--- config.mk ---
export PLATFORM = sky130hd
export DESIGN_NAME = vga_scene_sequencer
export DESIGN_NICKNAME = d
export VERILOG_FILES = /design/src/rtl/vga_ctrl_pkg.sv /design/src/rtl/frame_button_filter.sv /design/src/rtl/vga_scene_sequencer.sv
export SDC_FILE = /design/constraint.sdc
export NUM_CORES = 1
export LEC_CHECK = 0
export ABC_AREA = 1
export BUFFER_PORTS_ARGS = -buffer_cell sky130_fd_sc_hd__buf_2
export CAP_MARGIN = 10
export CORE_ASPECT_RATIO = 1.5
export CORE_MARGIN = 1
export CORE_UTILIZATION = 60
export CTS_BUF_LIST = sky130_fd_sc_hd__clkbuf_16
export CTS_CLUSTER_SIZE = 16
export DETAILED_ROUTE_END_ITERATION = 10
export PLACE_DENSITY = 0.82
export SYNTH_ARGS = -nofsm -noshare
export SYNTH_HDL_FRONTEND = slang
export SYNTH_HIERARCHICAL = 1
export SYNTH_SLANG_ARGS = --single-unit
--- constraint.sdc ---
create_clock -name clk -period 3.6 [get_ports clk]
set_input_delay 0.36 -clock clk [delete_from_list [all_inputs] [get_ports clk]]
set_output_delay 0.36 -clock clk [all_outputs]
set_load 0.01 [all_outputs]
--- src/rtl/vga_ctrl_pkg.sv ---
// rtl/vga_ctrl_pkg.sv - shared encodings, widths and defaults for the VGA scene sequencer
package vga_ctrl_pkg;

  typedef enum logic {
    ST_RUN   = 1'b0,
    ST_PAUSE = 1'b1
  } run_state_t;

  localparam int SPEED_W             = 2;
  localparam int SCROLL_W            = 10;
  localparam int FCNT_W              = 10;
  localparam int PAT_W               = 2;
  localparam int DEFAULT_AUTO_FRAMES = 120;
  localparam int DEFAULT_N_PATTERNS  = 4;

  function automatic logic [PAT_W-1:0] next_pattern(input logic [PAT_W-1:0] cur,
                                                    input int               n_patterns);
    if (int'(cur) >= n_patterns - 1) begin
      return '0;
    end
    return cur + 1'b1;
  endfunction

endpackage

--- src/rtl/frame_button_filter.sv ---
// rtl/frame_button_filter.sv - per-frame button history with a single press event per held press
module frame_button_filter (
  input  logic clk,
  input  logic rst_n,
  input  logic en,
  input  logic btn,
  output logic press
);

  // The live sample plus two stored frame samples form the 3-deep window;
  // hist[0] is the previous frame, hist[1] the one before.
  logic [1:0] hist;

  always_ff @(posedge clk) begin
    if (!rst_n) begin
      hist <= '0;
    end else if (en) begin
      hist <= {hist[0], btn};
    end
  end

  // Newest-to-oldest 1,1,0: fires once on the second held frame, ignores 1-frame glitches.
  assign press = en & btn & hist[0] & ~hist[1];

endmodule

--- src/rtl/vga_scene_sequencer.sv ---
// rtl/vga_scene_sequencer.sv - frame-synchronous pattern, scroll and speed sequencer for the VGA pattern datapath
module vga_scene_sequencer
  import vga_ctrl_pkg::*;
#(
  parameter int AUTO_FRAMES = DEFAULT_AUTO_FRAMES,
  parameter int N_PATTERNS  = DEFAULT_N_PATTERNS
) (
  input  logic                clk,
  input  logic                rst_n,
  input  logic                vsync,
  input  logic                btn_next,
  input  logic                btn_pause,
  input  logic                btn_speed,
  input  logic                auto_en,
  output logic [SCROLL_W-1:0] scroll_x,
  output logic [PAT_W-1:0]    pattern_sel,
  output logic [SPEED_W-1:0]  speed_idx,
  output logic                paused,
  output logic                frame_tick
);

  logic              vsync_q;
  logic              vsync_armed;
  logic              next_ev;
  logic              pause_ev;
  logic              speed_ev;
  logic              auto_expire;
  logic [FCNT_W-1:0] frame_cnt;
  logic [SCROLL_W-1:0] step;
  run_state_t        state;
  run_state_t        state_nxt;

  // vsync_armed blocks a tick until vsync has been seen high after reset,
  // so a vsync held low through reset cannot fake a falling edge.
  always_ff @(posedge clk) begin
    if (!rst_n) begin
      vsync_q     <= 1'b1;
      vsync_armed <= 1'b0;
      frame_tick  <= 1'b0;
    end else begin
      vsync_q     <= vsync;
      vsync_armed <= vsync_armed | vsync;
      frame_tick  <= vsync_armed & vsync_q & ~vsync;
    end
  end

  frame_button_filter u_next_filter (
    .clk   (clk),
    .rst_n (rst_n),
    .en    (frame_tick),
    .btn   (btn_next),
    .press (next_ev)
  );

  frame_button_filter u_pause_filter (
    .clk   (clk),
    .rst_n (rst_n),
    .en    (frame_tick),
    .btn   (btn_pause),
    .press (pause_ev)
  );

  frame_button_filter u_speed_filter (
    .clk   (clk),
    .rst_n (rst_n),
    .en    (frame_tick),
    .btn   (btn_speed),
    .press (speed_ev)
  );

  always_ff @(posedge clk) begin
    if (!rst_n) begin
      state <= ST_RUN;
    end else begin
      state <= state_nxt;
    end
  end

  always_comb begin
    state_nxt = state;
    if (pause_ev) begin
      state_nxt = (state == ST_RUN) ? ST_PAUSE : ST_RUN;
    end
  end

  always_comb begin
    paused = (state == ST_PAUSE);
  end

  assign step        = SCROLL_W'(1) << speed_idx;
  assign auto_expire = auto_en && (state == ST_RUN) && (frame_cnt == FCNT_W'(AUTO_FRAMES - 1));

  // Scroll and expiry use the pre-event state and speed of this frame.
  always_ff @(posedge clk) begin
    if (!rst_n) begin
      scroll_x    <= '0;
      pattern_sel <= '0;
      speed_idx   <= '0;
      frame_cnt   <= '0;
    end else if (frame_tick) begin
      if (state == ST_RUN) begin
        scroll_x <= scroll_x + step;
      end
      if (speed_ev) begin
        speed_idx <= speed_idx + 1'b1;
      end
      if (next_ev || auto_expire) begin
        pattern_sel <= next_pattern(pattern_sel, N_PATTERNS);
      end
      if (!auto_en || next_ev || auto_expire) begin
        frame_cnt <= '0;
      end else if (state == ST_RUN) begin
        frame_cnt <= frame_cnt + 1'b1;
      end
    end
  end

endmodule

# After elaboration in Yosys (flattened, before gate mapping)
# Cells that the tools add are included.
[classes] n_addsub=4 magnitude_cmp=1 eq_ne=2 shifts=1 mux=9 bitwise_logic=17 n_reduce_logical=10
[op_table] operator="10-bit two-way mux" n=2
[op_table] operator="1-bit bitwise AND" n=11
[op_table] operator="10-bit by 1-bit adder with 10-bit output (second input constant)" n=1
[op_table] operator="10-bit adder" n=1
[op_table] operator="10-bit by 7-bit equality test with 1-bit output (second input constant)" n=1
[op_table] operator="1-bit by 2-bit left shift with 10-bit output (first input constant)" n=1
[op_table] operator="2-bit AND reduction" n=4
[op_table] operator="1-bit two-way mux" n=5
[op_table] operator="1-bit NOT" n=5
[op_table] operator="2-bit by 1-bit adder with 2-bit output (second input constant)" n=2
[op_table] operator="2-bit two-way mux" n=2
[op_table] operator="1-bit logical OR" n=3
[op_table] operator="2-bit greater-or-equal comparator (second input constant)" n=1
[op_table] operator="1-bit logical AND" n=2
[op_table] operator="2-bit by 1-bit inequality test with 1-bit output (second input constant)" n=1
[op_table] operator="1-bit zero test" n=1
[op_table] operator="1-bit bitwise OR" n=1
[totals] ff_bits=34 in_bits=7 out_inout_bits=16

# Depth between registers and ports, before layout
# Gate-level depths: netlist of run 1.
[logic_depth] word_depth=8 ltp_mapped=10 ltp_nobuf=10

# Hierarchy
# Netlist of run 1, hierarchy kept.
[by_module_without_submodules] mod="vga_scene_sequencer" instances=1 cells_each=218 area_each_um2=1541.5 seq_area_each_um2=560.5
[by_module_without_submodules] mod="frame_button_filter" instances=3 cells_each=12 area_each_um2=85.1 seq_area_each_um2=40.0

# Least setup slack after synthesis of run 1
# No wires, ideal clock.
[synth_timing] path_type="reg2reg" startpoint="register speed_idx[0]" endpoint="register scroll_x[8]" arrival_ps=1701 required_ps=3481 path_slack_ps=1779 path_stages_with_launch=10 path_buffers=0 path_cell_list="dfxtp_1 > inv_1 > ha_1 > ha_1 > inv_1 > fa_1 > o21ai_1 > nand3_1 > o21ai_0 > a21oi_1"
[synth_between] elab_chain_len=2
[synth_rtl] item="from (decl)" line="vga_scene_sequencer.sv:17" rtl="output logic [SPEED_W-1:0] speed_idx,"
[synth_rtl] item="from (signal assigned)" line="vga_scene_sequencer.sv:105" rtl="speed_idx <= speed_idx + 1'b1;"
[synth_rtl] item="1-bit by 2-bit left shift with 10-bit output" line="vga_scene_sequencer.sv:90" rtl="assign step = SCROLL_W'(1) << speed_idx;"
[synth_rtl] item="10-bit adder" line="vga_scene_sequencer.sv:102" rtl="scroll_x <= scroll_x + step;"
[synth_rtl] item="to (signal assigned)" line="vga_scene_sequencer.sv:102"
[synth_rtl] item="to (decl)" line="vga_scene_sequencer.sv:15" rtl="output logic [SCROLL_W-1:0] scroll_x,"
# Every way passes these cells.
# A chain may end at the register's enable or synchronous reset.

# Worst setup path after layout of run 1
# Ends and elaborated chain as after synthesis.

==> results of run 1 <==
==> cells in the final DEF, fill, tap and decap left out, types with 2 or more instances in the layout <==
master and instances:
buf_2 22, a21oi_2 3, clkinv_2 2, nor2_2 3, a21oi_1 18, nor2_4 3
nand2_1 44, dfxtp_1 34, clkinv_1 2, o21ai_1 2, nand4_1 6, clkbuf_16 5
nand3_1 18, inv_1 28, o21ai_0 18, nor2_1 45, inv_2 2, nand2_2 5
ha_1 10
==> final timing paths <==
kind | slack [ps] | end | cells past startpoint
hold / removal | 310 | vsync_q | 2
setup / recovery | 1560 | scroll_x[8] | 10
hold reg to reg | 420 | frame_tick | 2
setup reg to reg | 1560 | scroll_x[8] | 10
==> layer usage <==
layer	share of wire	vias to the layer above	GRT usage
met4	0.024	0	0.127
met5	0	-	0
met2	0.53	36	0.472
li1	-	874	-
met3	0.040	10	0.0576
met1	0.41	757	0.308
==> layout make-up <==
type / instances / area share
clock buffer: 5 / 0.0595
clock inverter: 3 / 0.0190
timing repair buffer: 22 / 0.0523
multi-input combinational: 185 / 0.466
tap: 39 / 0.0232
inverter: 32 / 0.0571
sequential: 34 / 0.323
==> registers in the layout, indices dropped and copies added, names as in the netlist <==
signal and cells:
scroll_x 10, paused 1, u_pause_filter/hist 2, pattern_sel 2, u_speed_filter/hist 2, vsync_q 1, vsync_armed 1, speed_idx 2
u_next_filter/hist 2, frame_cnt 10, frame_tick 1
==> cells by family after synthesis <==
logic type | after synthesis | share of synthesized area
buffers and inverters | 35 | 0.0759
XOR/XNOR | 2 | 0.00975
adder cells (fa/ha/maj) | 11 | 0.0808
AO/OA/AOI/OAI | 42 | 0.124
flip-flops | 34 | 0.379
AND/OR/NAND/NOR | 130 | 0.331
==> report_power, final <==
part	leakage [nW]	total [mW]	internal [mW]	switching [mW]
Sequential	0.275	0.387	0.382	0.00511
Combinational	0.551	0.0385	0.0132	0.0253
Clock	0.0836	0.481	0.324	0.157
==> worst register-to-register path, cell delays in order (launching register included) <==
cell	delay [ps]
dfxtp_1	340
inv_1	120
ha_1	170
ha_1	180
inv_1	70
fa_1	420
o21ai_1	210
nand3_1	130
clkinv_1	110
nand2_1	60
a21oi_1	160
==> run_results.csv, run 1 <==
group,metric,value,unit
sta,whs,305,ps
global_route,track_usage,0.277,
clock_tree,clkSinkCount,34,
layout,final_core_utilization,0.730,
yosys,yosys.area.top_type_share,0.379,
pwr,finalPower,0.906,mW
job,maxCapViolCount,0,
layout,seq_area,681,sq um
placed_design,port-buffer-count,22,
sta,finalHoldViolations,0,
clock_tree,cts_buffers,5,
yosys,ys_seq_area_frac,0.379,
placed_design,dpl.hpwl,2.71,mm
floorplanning,core_area,0.00288,sq mm
clock_tree,clkTransAtPathRegs,50,ps
layout,multi_input_area,980,sq um
layout,fill_cells,270,
placed_design,post-place-ws,1650,ps
clock_tree,clockBufferDepth,2,
global_route,grt_pass1_wl,6.65,mm
sta,skew,2.50,ps
layout,drive_above_1_share,0.171,
yosys,postSynthCellCount,254,
clock_tree,clock_tree.root_cell,"clkbuf_16",
sta,post-route-period-util,0.567,
yosys,synth_seq_cells,34,
sta,finalCriticalPeriod,2040,ps
critical_path,cp_slowest_stage_delay,420,ps
critical_path,path_class,"flip-flop to flip-flop",
detailed_routing,antenna_left,0,
pwr,power_density,431,mW/mm^2
yosys,synth.top_cells.by_count,"nor2_1, nand2_1, dfxtp_1",
yosys,yosys.cell_types.count,29,
worst_hold_path,hp-start,"vsync",
clock_tree,htreeDepth,2,
detailed_routing,drc,0,
pwr,cellLeakagePower,0.909,nW
placed_design,place_inst,312,
clock_tree,clk_latency,280,ps
critical_path,required,3800,ps
floorplanning,pin_count,23,
critical_path,cp-start-kind,"flip-flop",
detailed_routing,routed-via-count,1677,
critical_path,cp_cell_sequence,"inv_1, ha_1, ha_1, inv_1, fa_1, o21ai_1, nand3_1, clkinv_1, nand2_1, a21oi_1",
critical_path,r2r_start,"speed_idx[0]",
sta,setup_tns,0,ps
critical_path,cp-end-kind,"flip-flop",
floorplanning,start_util,0.623,
placed_design,place.gp.congestion,0.844,
floorplanning,die_y,69.0,um
yosys,synth_area,0.00180,sq mm
detailed_routing,drt-initial-drc-count,51,
clock_tree,post_cts_buffers,0,
yosys,avgSynthCellArea,7.07,sq um
global_route,grt_start_max_net_pins,27,
critical_path,arrival,2240,ps
sta,finalSetupViolCount,0,
yosys,synthFlopType,"dfxtp_1",
detailed_routing,avgRoutedWirePerCell,12.3,um
layout,stdcell_count,320,
detailed_routing,wl,3.95,mm
yosys,synth_area_leader_cell,"dfxtp_1",
sta,rsz0062_at_grt,"no",
pwr,ir_drop,0.397,mV
global_route,grt_pass1_vias,1653,
yosys,synthArstFlopShare,0,
worst_hold_path,min_path_type,"input pin to flip-flop",
critical_path,critPathBufInv,3,
sta,max_freq,490,MHz
yosys,synth_edf_count,0,
critical_path,slowest_stage,"fa_1",
placed_design,dpl_cell_area,0.00194,sq mm
critical_path,crit_path_max_fanout,4,
layout,nets,298,
floorplanning,rows,24,
floorplanning,dieArea,0.00322,sq mm
yosys,syn_nets,272,
detailed_routing,viasPerCell,5.24,
sta,final_max_slew_viol_count,0,
detailed_routing,first_pass_iters,4,
global_route,grt_remaining_overflow,0,
sta,tightest_slew,510,ps
outcome,status,"finished, final reports clean",
layout,fin_area,0.00210,sq mm
yosys,synth_most_common_cell,"nor2_1",
floorplanning,die_w,46.7,um
clock_tree,ctsResizeCount,0,
critical_path,startpoint,"speed_idx[0]",
layout,syn_to_final_growth,17.1,%
clock_tree,cts_tree,"yes",
critical_path,path_delay_family,"adder cells",
sta,slew-limit-headroom,0.659,
yosys,yosysWarningCount,6,
yosys,synth_area_leaders,"dfxtp_1, nor2_1, nand2_1, ha_1, inv_1",
global_route,antenna_found_initial,0,
layout,antenna_cells,0,
clock_tree,cts_hold_buf,0,
sta,setup_ws,1560,ps
Note: power is estimated with default switching activity, not from simulation.
==> inputs of run 2 (changes only) <==
--- a/config.mk
+++ b/config.mk
@@ -5,16 +5,16 @@
 export SDC_FILE = /design/constraint.sdc
 export NUM_CORES = 1
 export LEC_CHECK = 0
-export ABC_AREA = 1
+export ABC_AREA = 0
 export BUFFER_PORTS_ARGS = -buffer_cell sky130_fd_sc_hd__buf_2
 export CAP_MARGIN = 10
 export CORE_ASPECT_RATIO = 1.5
 export CORE_MARGIN = 1
-export CORE_UTILIZATION = 60
+export CORE_UTILIZATION = 57
 export CTS_BUF_LIST = sky130_fd_sc_hd__clkbuf_16
 export CTS_CLUSTER_SIZE = 16
 export DETAILED_ROUTE_END_ITERATION = 10
-export PLACE_DENSITY = 0.82
+export PLACE_DENSITY = 0.79
 export SYNTH_ARGS = -nofsm -noshare
 export SYNTH_HDL_FRONTEND = slang
 export SYNTH_HIERARCHICAL = 1
==> constraint.sdc (replaced) <==
create_clock -name clk -period 1.9 [get_ports clk]
set_input_delay 0.19 -clock clk [delete_from_list [all_inputs] [get_ports clk]]
set_output_delay 0.19 -clock clk [all_outputs]
set_load 0.01 [all_outputs]
==> run 2 against run 1 <==
  * The run now ends with setup timing left
  * Clock-buffer cell count is the same
  * Routed wire length grew 20%
  * Final cell count shrank 13%
  * Power grew 69%
  * Critical path type unchanged
  * Largest cell class unchanged
==> run_results.csv, run 2 <==
group,metric,value,unit
outcome,status,"complete, but fails checks",
outcome,violations,"setup timing",
pwr,combPwrFrac,0.055,
job,maxCapViolCount,0,
critical_path,endpoint,"scroll_x[6]",
critical_path,cp_slowest_stage_delay,400,ps
detailed_routing,wl,4.75,mm
detailed_routing,first_pass_iters,4,
yosys,yosys.area.top_type_share,0.381,
critical_path,cp-end-kind,"flip-flop",
floorplanning,pin_count,23,
yosys,ys_seq_area_frac,0.381,
pwr,p_sw_frac,0.203,
critical_path,critPathBufInv,2,
yosys,synth_area_leader_cell,"dfxtp_1",
critical_path,required,2110,ps
detailed_routing,drc,0,
global_route,antenna_found_initial,0,
critical_path,arrival,2130,ps
critical_path,cp_cell_sequence,"inv_2, ha_4, ha_4, inv_2, fa_2, nor2b_4, o21ai_4, a21oi_2, xor2_1, and2_1",
critical_path,slowest_stage,"fa_2",
yosys,avgSynthCellArea,9.06,sq um
global_route,grt_start_max_net_pins,36,
floorplanning,die_y,70.5,um
sta,finalSetupViolCount,1,
clock_tree,clock_tree.root_cell,"clkbuf_16",
critical_path,reg2reg_to,"scroll_x[6]",
critical_path,crit_path_max_fanout,3,
clock_tree,clkTransAtPathRegs,50,ps
clock_tree,htreeDepth,2,
global_route,grt_pass1_vias,1621,
layout,stdcell_count,277,
layout,nets,257,
floorplanning,rows,24,
yosys,postSynthCellCount,197,
clock_tree,cts_buffers,5,
layout,fill_cells,194,
yosys,syn_nets,215,
pwr,seqPwrFrac,0.474,
yosys,synth_seq_cells,34,
clock_tree,clk_latency,270,ps
detailed_routing,routed-via-count,1631,
critical_path,path_delay_family,"adder cells",
critical_path,r2r_start,"speed_idx[1]",
sta,rsz0062_at_grt,"yes",
critical_path,cp_num_cells,10,
yosys,synthFlopType,"dfxtp_1",
pwr,ir_drop,0.694,mV
yosys,synth_area_leaders,"dfxtp_1, ha_1, nand2_1, nor2b_1, a21boi_0",
global_route,track_usage,0.280,
pwr,power_density,647,mW/mm^2
layout,final_core_utilization,0.806,
yosys,yosysWarningCount,6,
yosys,yosys.cell_types.count,43,
sta,setup_ws,-20.1,ps
layout,final_cell_mix,"dfxtp_1, nand2_1, buf_2",
sta,final_max_slew_viol_count,0,
detailed_routing,drt-initial-drc-count,74,
critical_path,path_class,"flip-flop to flip-flop",
detailed_routing,avgRoutedWirePerCell,17.2,um
detailed_routing,viasPerCell,5.89,
sta,slew-limit-headroom,0.640,
placed_design,dpl.hpwl,2.88,mm
floorplanning,core_area,0.00294,sq mm
detailed_routing,antenna_left,0,
floorplanning,dieArea,0.00336,sq mm
global_route,grt_pass1_wl,6.87,mm
floorplanning,start_util,0.607,
clock_tree,cts_tree,"yes",
layout,drive_above_1_share,0.353,
layout,fin_area,0.00237,sq mm
worst_hold_path,min_path_type,"input pin to flip-flop",
yosys,synth.top_cells.by_count,"dfxtp_1, nand2_1, nor2b_1",
global_route,grt_remaining_overflow,0,
sta,tightest_slew,536,ps
floorplanning,die_w,47.7,um
yosys,synthArstFlopShare,0,
layout,final_common_cell,"dfxtp_1",
sta,max_freq,521,MHz
pwr,power_frac_clock,0.472,
sta,finalCriticalPeriod,1920,ps
placed_design,port-buffer-count,22,
sta,post-route-period-util,1.01,
layout,antenna_cells,0,
yosys,synth_most_common_cell,"dfxtp_1",
clock_tree,clockBufferDepth,2,
yosys,synth_area,0.00179,sq mm
placed_design,dpl_cell_area,0.00203,sq mm
layout,reg.largest.list,"frame_cnt: 10 flops, scroll_x: 10 flops",
pwr,cellInternalPower,1.22,mW
placed_design,place.gp.congestion,0.903,
critical_path,cp-start-kind,"flip-flop",
critical_path,startpoint,"speed_idx[1]",
yosys,synth_edf_count,0,
clock_tree,clkSinkCount,34,
sta,skew,6.55,ps
critical_path,rrSetupSlack,-20,ps
pwr,p_switching,0.310,mW
sta,finalHoldViolations,0,
layout,syn_to_final_growth,32.8,%
placed_design,place_inst,266,
critical_path,rr_worst_depth,10,
pwr,cellLeakagePower,0.940,nW
run 2: cell count changes after synthesis, moves of 8 or more:
cell / before / now
nor2_1: 45 / 3
nor2b_1: 0 / 13
inv_1: 28 / 8
and2_1: 0 / 8
nand2_1: 44 / 22
a21oi_1: 18 / 7
o21ai_0: 18 / 8
a21boi_0: 0 / 8
nand3_1: 18 / 7
run 2: logic make-up (layout without fill, tap and decap cells):
family | after synthesis | in the layout | synth area share
AND/OR/NAND/NOR | 82 | 82 | 0.271
AO/OA/AOI/OAI | 46 | 46 | 0.183
flip-flops | 34 | 34 | 0.381
buffers and inverters | 13 | 54 | 0.0273
adder cells (fa/ha/maj) | 11 | 11 | 0.0813
XOR/XNOR | 8 | 8 | 0.0392
multiplexers | 3 | 3 | 0.0168
run 2: repair_timing:
item,in CTS,in global routing
setup endpoints to repair,11,15
setup buffers,3,2
pin swaps,11,16
gates resized for setup,21,21
hold buffers,0,0
run 2: per-stage QoR:
step	total power [mW]	hold slack [ps]	setup slack [ps]	TNS, ps
after global placement	0.808	394	1.92	0
after floorplan	0.785	300	-3.95	-11.8
final	1.53	128	-20.1	-20.1
after global routing	1.59	125	-137	-585
after CTS	1.54	126	-22.8	-58.9
after detailed placement	0.812	403	-121	-636
run 2: cell type report:
class / count / area [sq um] / area share
sequential: 34 / 689 / 0.291
clock inverter: 1 / 3.75 / 0.00158
timing repair buffer: 40 / 256 / 0.108
tap: 39 / 48.8 / 0.0206
multi-input combinational: 150 / 1210 / 0.512
clock buffer: 5 / 125 / 0.0528
inverter: 8 / 32.5 / 0.0137
run 2: how the worst min path moves through the flow:
stage	from	endpoint	slack, ps	cells after the start
after global placement	vsync	vsync_armed	390	2
after global routing	vsync	vsync_armed	130	2
after floorplan	vsync	vsync_armed	300	1
final	vsync	vsync_armed	130	2
after CTS	vsync	vsync_armed	130	2
after detailed placement	vsync	vsync_armed	400	2
run 2: layer usage:
metal  global-route usage  vias up  wire (um)
met5                    0        -          0
met4               0.0895        0        124
met3               0.0638       13        176
met2                0.551       45       2780
met1                0.251      800       1670
li1                     -      773          -
run 2: power by group through the flow:
| stage | Clock [mW] | Combinational, mW | Sequential, mW |
|---|---|---|---|
| 2_1_floorplan | 0 | 0.0430 | 0.742 |
| 3_3_place_gp | 0 | 0.0685 | 0.740 |
| 3_5_place_dp | 0 | 0.0711 | 0.741 |
| 4_1_cts | 0.737 | 0.0758 | 0.727 |
| 5_1_grt | 0.770 | 0.0916 | 0.726 |
| 6_report | 0.723 | 0.0836 | 0.727 |
==> inputs of run 3 (changes only) <==
--- a/config.mk
+++ b/config.mk
@@ -15,6 +15,7 @@
 export CTS_CLUSTER_SIZE = 16
 export DETAILED_ROUTE_END_ITERATION = 10
 export PLACE_DENSITY = 0.79
+export SKIP_CTS_REPAIR_TIMING = 1
 export SYNTH_ARGS = -nofsm -noshare
 export SYNTH_HDL_FRONTEND = slang
 export SYNTH_HIERARCHICAL = 1
==> run 3 against run 2 <==
  * The flow still finishes with violations (setup timing)
  * Power increased by 0.28%
  * Clock-buffer cell count unchanged
  * Sequential cell count unchanged
==> run_results.csv, run 3 (same netlist as run 2, synthesis figures left out) <==
group,metric,value,unit
clock_tree,clkTransAtPathRegs,50,ps
critical_path,path_class,"flip-flop to flip-flop",
critical_path,crit_path_max_fanout,6,
global_route,grt_remaining_overflow,0,
critical_path,cp_cell_sequence,"ha_4, or4bb_4, o31a_1, buf_4, a21o_2, nand2_1, a21boi_1",
detailed_routing,drt-initial-drc-count,71,
sta,post-route-period-util,1.02,
global_route,track_usage,0.256,
sta,finalHoldViolations,0,
pwr,cellLeakagePower,0.925,nW
critical_path,required,2060,ps
pwr,combPwrFrac,0.051,
pwr,p_sw_frac,0.205,
detailed_routing,drc,0,
placed_design,port-buffer-count,22,
pwr,power_frac_clock,0.476,
outcome,violations,"setup timing",
clock_tree,clkSinkCount,34,
sta,finalSetupViolCount,2,
placed_design,place.gp.congestion,0.903,
pwr,p_switching,0.315,mW
critical_path,cp-start-kind,"flip-flop",
clock_tree,clockBufferDepth,2,
sta,whs,127,ps
floorplanning,die_y,70.5,um
pwr,seqPwrFrac,0.473,
clock_tree,cts_buffers,5,
critical_path,arrival,2110,ps
layout,seq_area,687,sq um
placed_design,dpl.hpwl,2.88,mm
layout,antenna_cells,0,
layout,final_common_cell,"dfxtp_1",
sta,setup_ws,-45.4,ps
critical_path,reg2reg_to,"frame_cnt[6]",
layout,final_cell_mix,"dfxtp_1, nand2_1, buf_2",
worst_hold_path,worstHoldPathCells,2,
worst_hold_path,hold_end,"vsync_armed",
floorplanning,dieArea,0.00336,sq mm
layout,fill_cells,209,
detailed_routing,routed-via-count,1577,
critical_path,slowest_stage,"or4bb_4",
global_route,antenna_found_initial,0,
floorplanning,core_area,0.00294,sq mm
layout,nets,255,
pwr,cellInternalPower,1.22,mW
sta,tightest_slew,538,ps
critical_path,rrSetupSlack,-50,ps
layout,syn_to_final_growth,30.6,%
pwr,finalPower,1.54,mW
worst_hold_path,hp-start,"vsync",
layout,multi_input_area,0.00121,sq mm
critical_path,rr_worst_depth,7,
floorplanning,die_w,47.7,um
pwr,power_density,659,mW/mm^2
critical_path,cp_slowest_stage_delay,490,ps
clock_tree,clock_tree.root_cell,"clkbuf_16",
detailed_routing,wl,4.38,mm
pwr,ir_drop,0.694,mV
sta,final_max_slew_viol_count,0,
clock_tree,htreeDepth,2,
sta,finalCriticalPeriod,1950,ps
critical_path,path_delay_family,"compound AO/OA/AOI/OAI gates",
global_route,grt_pass1_wl,6.35,mm
layout,reg.largest.list,"frame_cnt: 10 flops, scroll_x: 10 flops",
critical_path,critPathBufInv,1,
floorplanning,rows,24,
global_route,grt_pass1_vias,1555,
floorplanning,pin_count,23,
sta,rsz0062_at_grt,"yes",
detailed_routing,first_pass_iters,4,
layout,drive_above_1_share,0.335,
sta,setup_tns,-65.0,ps
sta,slew-limit-headroom,0.639,
detailed_routing,antenna_left,0,
sta,max_freq,514,MHz
worst_hold_path,min_path_type,"input pin to flip-flop",
global_route,grt_start_max_net_pins,36,
critical_path,r2r_start,"frame_cnt[0]",
clock_tree,cts_tree,"yes",
sta,skew,9.66,ps
job,maxCapViolCount,0,
detailed_routing,viasPerCell,5.73,
floorplanning,start_util,0.607,
outcome,status,"complete, but fails checks",
critical_path,cp-end-kind,"flip-flop",
detailed_routing,avgRoutedWirePerCell,15.9,um
clock_tree,clk_latency,280,ps
[run 3: layout make-up]
cell class,instances,area share
Clock buffer,5,0.0536
Sequential cell,34,0.295
Inverter,8,0.0129
Multi-Input combinational cell,150,0.518
Tap cell,39,0.0209
Clock inverter,1,0.00161
Timing Repair Buffer,38,0.0987
[run 3: worst max path at each step]
stage               cells past startpoint  slack (ps)         start           end
CTS                                    10        -150  speed_idx[0]   scroll_x[6]
global placement                       10           2  speed_idx[0]   scroll_x[4]
detailed placement                     10        -120  speed_idx[0]   scroll_x[6]
finish                                  7         -50  frame_cnt[0]  frame_cnt[6]
floorplan                              10          -4  speed_idx[1]   scroll_x[4]
global route                            7         -90  frame_cnt[1]  frame_cnt[6]
[run 3: stage by stage]
stage                      util  setup WS, ps  instances  instance area [sq um]
final                     0.793         -45.4        275                   2330
after global placement    0.689          1.92        266                   2030
after CTS                 0.733          -145        272                   2160
after detailed placement  0.689          -121        266                   2030
after global routing      0.793         -91.2        275                   2330
after floorplan               -         -3.95        197                   1790
[run 3: power by group through the flow]
stage	Combinational [mW]	Clock (mW)	Sequential, mW
after global placement	0.0685	0	0.740
after global routing	0.0855	0.778	0.728
after floorplan	0.0430	0	0.742
after CTS	0.0718	0.737	0.726
after detailed placement	0.0711	0	0.741
final	0.0780	0.732	0.728
[run 3: per-layer routing]
| metal | vias to the layer above | global-route usage | part of all wire |
|---|---|---|---|
| met5 | - | 0 | 0 |
| met4 | 0 | 0.0772 | 0.024 |
| met3 | 11 | 0.0561 | 0.038 |
| met2 | 42 | 0.491 | 0.59 |
| met1 | 758 | 0.246 | 0.35 |
| li1 | 766 | - | - |
[run 3: worst register-to-register path, delay by kind of cell, from the launching register on]
| family | cells | cell delay, ps |
|---|---|---|
| AOI/OAI and AO/OA | 3 | 620 |
| adders and majority gates | 1 | 140 |
| DFF | 1 | 350 |
| and+or+nand+nor | 2 | 550 |
| buffers and inverters | 1 | 170 |
